$ cat config.mk
export PLATFORM = sky130hd
export DESIGN_NAME = sync_fifo
export DESIGN_NICKNAME = d
export VERILOG_FILES = /design/src/rtl/sync_fifo.sv
export SDC_FILE = /design/constraint.sdc
export NUM_CORES = 1
export LEC_CHECK = 0
export ABC_AREA = 1
export CORE_ASPECT_RATIO = 2
export CORE_UTILIZATION = 35
export DETAILED_ROUTE_END_ITERATION = 7
export PLACE_DENSITY_LB_ADDON = 0.3
export SYNTH_ARGS = -nofsm -noshare
export SYNTH_HDL_FRONTEND = slang
export SYNTH_SLANG_ARGS = --single-unit
export TNS_END_PERCENT = 1
$ cat constraint.sdc
create_clock -name clk -period 3.2 [get_ports clk]
set_input_delay 0.96 -clock clk [delete_from_list [all_inputs] [get_ports clk]]
set_output_delay 0.96 -clock clk [all_outputs]
set_load 0.1 [all_outputs]
$ cat src/rtl/sync_fifo.sv
// -----------------------------------------------------------------------------
// sync_fifo -- single-clock first-in/first-out buffer with registered read data
//
// Parameters
//   FIFO_WIDTH  data word width in bits (default 16)
//   FIFO_DEPTH  number of storage entries, legal range 4..256 (default 8)
//
// Ports
//   clk          sole clock, all state updates on its rising edge
//   rst_n        asynchronous active-low reset
//   wr_en        write request, sampled at rising clk
//   rd_en        read request, sampled at rising clk
//   data_in      write data, sampled together with wr_en
//   data_out     registered read data (one cycle after an accepted read)
//   wr_ack       registered: the previous cycle's write was accepted
//   overflow     registered: the previous cycle's write was rejected (full)
//   underflow    registered: the previous cycle's read was rejected (empty)
//   full, empty, almostfull, almostempty
//                combinational occupancy flags decoded from the count
//
// Handshake: there is no back-pressure on the request lines. A write is
// accepted in a cycle where wr_en=1 and full=0; a read is accepted in a cycle
// where rd_en=1 and empty=0. Requests outside those conditions are dropped
// and reported one cycle later on overflow/underflow. wr_ack and data_out
// report the outcome of accepted requests one cycle later.
//
// Build option
//   SYNC_FIFO_STICKY_ERR_EN  when defined, overflow and underflow latch at 1
//                            once set and clear only on reset; when undefined
//                            they are single-cycle pulses.
// -----------------------------------------------------------------------------
module sync_fifo #(
    parameter int FIFO_WIDTH = 16,
    parameter int FIFO_DEPTH = 8
) (
    input  logic                  clk,
    input  logic                  rst_n,
    input  logic                  wr_en,
    input  logic                  rd_en,
    input  logic [FIFO_WIDTH-1:0] data_in,
    output logic [FIFO_WIDTH-1:0] data_out,
    output logic                  wr_ack,
    output logic                  overflow,
    output logic                  underflow,
    output logic                  full,
    output logic                  empty,
    output logic                  almostfull,
    output logic                  almostempty
);

    localparam int PTR_W = $clog2(FIFO_DEPTH);
    localparam int CNT_W = PTR_W + 1;

    localparam logic [PTR_W-1:0] PTR_LAST   = PTR_W'(FIFO_DEPTH - 1);
    localparam logic [CNT_W-1:0] CNT_FULL   = CNT_W'(FIFO_DEPTH);
    localparam logic [CNT_W-1:0] CNT_AFULL  = CNT_W'(FIFO_DEPTH - 1);
    localparam logic [CNT_W-1:0] CNT_ONE    = CNT_W'(1);
    localparam logic [CNT_W-1:0] CNT_ZERO   = '0;

    logic [FIFO_WIDTH-1:0] mem [FIFO_DEPTH];
    logic [PTR_W-1:0]      wr_ptr;
    logic [PTR_W-1:0]      rd_ptr;
    logic [CNT_W-1:0]      count;

    logic do_wr;
    logic do_rd;

    // Occupancy flags come straight from the count so they reflect the
    // current state in the same cycle.
    assign full        = (count == CNT_FULL);
    assign empty       = (count == CNT_ZERO);
    assign almostfull  = (count == CNT_AFULL);
    assign almostempty = (count == CNT_ONE);

    // Gating with full/empty means a simultaneous request on an empty FIFO
    // only writes, and on a full FIFO only reads.
    assign do_wr = wr_en && !full;
    assign do_rd = rd_en && !empty;

    // Storage is not reset: stale entries are unreachable once the pointers
    // and count are cleared.
    always_ff @(posedge clk) begin
        if (do_wr) begin
            mem[wr_ptr] <= data_in;
        end
    end

    always_ff @(posedge clk or negedge rst_n) begin
        if (!rst_n) begin
            wr_ptr <= '0;
            rd_ptr <= '0;
            count  <= '0;
        end else begin
            if (do_wr) begin
                // Explicit wrap so non-power-of-two depths work.
                wr_ptr <= (wr_ptr == PTR_LAST) ? '0 : wr_ptr + 1'b1;
            end
            if (do_rd) begin
                rd_ptr <= (rd_ptr == PTR_LAST) ? '0 : rd_ptr + 1'b1;
            end
            case ({do_wr, do_rd})
                2'b10:   count <= count + 1'b1;
                2'b01:   count <= count - 1'b1;
                default: count <= count;
            endcase
        end
    end

    always_ff @(posedge clk or negedge rst_n) begin
        if (!rst_n) begin
            data_out  <= '0;
            wr_ack    <= 1'b0;
            overflow  <= 1'b0;
            underflow <= 1'b0;
        end else begin
            if (do_rd) begin
                data_out <= mem[rd_ptr];
            end
            wr_ack <= do_wr;
`ifdef SYNC_FIFO_STICKY_ERR_EN
            overflow  <= overflow  || (wr_en && full);
            underflow <= underflow || (rd_en && empty);
`else
            overflow  <= wr_en && full;
            underflow <= rd_en && empty;
`endif
        end
    end

endmodule

Yosys cells after proc, flatten, opt, wreduce, memory -nomap -nowiden
Memory sizes are Yosys's and may differ from the RTL's. A register that Yosys moved wholly into a read port is not among the register bits. Index checks and enable logic that the tools add are counted.

Register bits after elaboration: 13. Bits in writable memories: 128. Input port bits: 20. Output and inout port bits: 23. Word-level logic and storage cells: 32. Memories kept: 1.

Add/subtract/negate cells: 4. Equal/unequal tests: 7. Multiplexer cells: 5. Reductions and logical operators: 9.

Memory list: mem (depth 8, bits a word 16, read ports 1, clocked after memory_dff 1, write ports 1, line 60) `logic [FIFO_WIDTH-1:0] mem [FIFO_DEPTH];`.

Operator list (count): case mux 4 bit (2 select lines) (1); adder 3 x 1 -> 3 bit, second input constant (2); == test 3 bit, second input constant (2); 2-to-1 mux 3 bit (2); adder 4 x 1 -> 4 bit, second input constant (1); == test 4 x 1 -> 1 bit, second input constant (1); == test 4 x 3 -> 1 bit, second input constant (1); == test 4 bit, second input constant (1); logical AND 1 bit (4); logical NOT 4 bit (1); subtractor 4 x 1 -> 4 bit, second input constant (1); logical NOT 1 bit (3); == test 2 x 1 -> 1 bit, second input constant (1); == test 2 bit, second input constant (1); 2-to-1 mux 1 bit (2); nonzero test 2 bit (1).

Depth between registers and ports, before layout
Depth in word-level cells: 5. Gate-level depth with buffers: 13. Mapped depth without buffers: 12.

Least setup slack after synthesis
OpenSTA, ideal clock, no wires.

Kind: flip-flop to output port. Start point: register count[0]. End point: output port almostfull. Arrival: 2.636 ns. Data required time: 2.240 ns. Slack: -0.396 ns. Cell stages (with the launch flop): 4. Path buffers: 0. Path through: dfrtp_1 -> ha_1 -> inv_1 -> nor3_1.

Word-level cells in the longest chain between the ends: 1.

RTL lines: from (decl) (line 63) `logic [CNT_W-1:0] count;`; from (signal assigned) (line 102) `2'b10: count <= count + 1'b1;`; from (signal assigned) (line 103) `2'b01: count <= count - 1'b1;`; from (signal assigned) (line 104) `default: count <= count;`; == test 4 x 3 -> 1 bit (line 72) `assign almostfull = (count == CNT_AFULL);`; to (decl) (line 47) `output logic almostfull,`.

No other way between the ends.

Final worst setup path
Start point: register count[0]. End point: output port empty.

Word-level cells in the longest chain between the ends: 1.

RTL lines: logical NOT 4 bit (line 71) `assign empty = (count == CNT_ZERO);`; to (decl) (line 46) `output logic empty,`.

No other way between the ends.

==> metrics.txt <==
critical path class=reg2out; global-route wire length before repair=23300 um; drt total wl=14600 um; normalized max-slew margin=24.4%; Worst Hold Class=reg2reg; initial antenna violation count=0; syn_nets=676; H-tree depth=4; Top cell by count, worst path=inv_1; Initial DRC Count=276; GRT overflow=0; Hold-fix buffers, CTS=0; # diodes=0; Crit path required time=2.24 ns; PD cells=975 mW/mm^2; final worst path period need=2.65 ns; Total Die Area=0.0200 sq mm; final hold vios=0; Antenna Nets Post-Route=0; I/O Buffers=42; syn_area_per_cell=10.5 sq um; startpoint types=flop; Worst path max stage delay=0.45 ns; clk_lat worst skew=0.42 ns; fmax=377 MHz; FF+latch count, synth=157; clk root buf=clkbuf_16; Setup Viol. Count Final=0; Worst-path clk slew=0.07 ns; worst slew pin tran=1.13 ns; Avg WL per Cell=15.1 um; DR vias=4493; Final TNS setup=0 ns; CORE AREA=0.0189 sq mm; TritonCTS clock tree=done; Syn. warnings=0; final worst-path cycle share=82.8%; Worst EP arrival=1.69 ns; row count=71; leakage=0.00352 uW; Residual DRC=0; vias in the first global route=4611; CTS max path bufs=2; max-slew violations=0; post-DP HPWL=9170 um; CP Cell Sequence=inv_1 > ha_1 > nand3_2 > inv_1 > buf_4; Crit Path Max Fanout=6; Mapped Area=0.00680 sq mm; layout cells sized above 1=11.1%; critical path's slowest cell=dfrtp_1; CTS Buf Count=17; largest net degree at the start of global routing=67; DR vias/cell=4.65; Synth Instances=648; RSZ-0062 raised after global routing=no; Die H=199 um; CTS sink cnt=157; sequential-to-total area share from yosys stat=67.2%; worst hold slack=0.481 ns; post-CTS sizing=0; routability congestion estimate=0.817; skew final=0.0101 ns; Distinct cells, synth=27; Critical Path End Type=output pin; Layout Nets=726; maxcap violations=0; Post-CTS Setup Repair Bufs=0; total track usage=16.0%; Final Instance Area=0.00793 sq mm; Placement Cell Area=0.00738 sq mm; area added between synthesis and finish=16.6%; pre-CTS setup slack=0.517 ns; setup ws final=0.549 ns; Max VDD drop=0.362 mV; router iterations before antenna repair=4; die width=101 um; Initial Utilization=35.9%; I/O pin count=43; status=complete, no violations
[registers in the layout, summed over array words and instances (netlist names)]
register,count
overflow,1
mem,128
wr_ack,1
wr_ptr,3
data_out,16
count,4
rd_ptr,3
underflow,1
[cell families after synthesis]
group	count (synthesis)	share of synthesized area, %
AND/OR/NAND/NOR	323	20.1
flip-flops	157	67.2
buffers and inverters	147	9.99
XOR/XNOR	3	0.387
adder cells (fa/ha/maj)	8	1.47
AO/OA/AOI/OAI	10	0.865
[metrics by stage]
step | util (%) | power (uW) | instances
4_1_cts | 41.9 | 7810 | 966
6_report | 41.9 | 7730 | 966
3_5_place_dp | 39.0 | 5930 | 934
2_1_floorplan | - | 5250 | 648
5_1_grt | 41.9 | 8180 | 966
3_3_place_gp | 39.0 | 5850 | 934
[cell usage after synthesis]
library cell	count	area, sq um
a21oi_2	1	8.76
buf_2	8	40.0
buf_4	8	60.1
buf_6	10	113
clkbuf_8	1	13.8
clkinv_1	1	3.75
dfrtp_1	29	726
edfxtp_1	128	3840
ha_1	8	100
inv_1	115	432
inv_2	3	11.3
inv_4	1	6.26
nand2_1	205	769
nand2_2	1	6.26
nand2_4	1	11.3
nand3_1	99	495
nand3_2	2	20.0
nand4_1	1	6.26
nor2_1	12	45.0
nor3_1	1	5.00
o211ai_1	1	7.51
o21ai_0	3	15.0
o21ai_1	3	15.0
o22ai_1	2	12.5
or2_1	1	6.26
xnor2_1	2	17.5
xor2_1	1	8.76
[worst paths after layout]
path	startpoint	endpoint	slack [ns]	cells after the start
setup / recovery	count[0]	empty	0.55	5
hold / removal	data_out[6]	data_out[6]	0.48	2
setup reg to reg	count[0]	count[2]	1.11	10
hold reg to reg	data_out[6]	data_out[6]	0.48	2
max in group asynchronous	rst_n	rd_ptr[0]	1.94	2
min in group asynchronous	rst_n	data_out[5]	0.94	2
[cells in the final DEF (no fill, tap or decap), types with 2 or more instances in the layout]
cell / count
buf_4: 39
clkbuf_1: 3
clkbuf_16: 19
clkdlybuf4s50_1: 19
clkinv_2: 5
clkinv_4: 2
dfrtp_1: 28
edfxtp_1: 128
ha_1: 8
inv_1: 115
inv_2: 3
inv_4: 3
nand2_1: 205
nand3_1: 99
nand3_2: 2
nor2_1: 12
o21ai_0: 3
o21ai_1: 3
o22ai_1: 2
xnor2_1: 2
[worst max-delay path: cells and delay by family, from the launching register on]
kind          cells  cell delay [ns]
flops             1             0.45
buf+inv           3             0.45
fa+ha+maj         1             0.23
simple gates      1             0.15
[area by class of cell]
type,instances,area (sq um)
flip-flops and latches,157,4570
well taps,255,319
repair buffers,58,483
inverters,120,453
clock inverters,10,62.6
clock buffers,22,487
fillers,1806,11000
multi-input cells,344,1560
[power breakdown]
group / total, uW / switching, uW / internal (uW)
sequential: 2810 / 185 / 2630
combinational: 3070 / 2300 / 766
clock: 1850 / 772 / 1080
[metal layers]
| metal | track usage (%) | routed length (um) |
|---|---|---|
| met2 | 28.5 | 7900 |
| met1 | 16.9 | 5520 |
| met4 | 9.82 | 602 |
| met5 | 0 | 0 |
| met3 | 3.39 | 577 |
No activity file was read; power rests on OpenSTA's default activity.
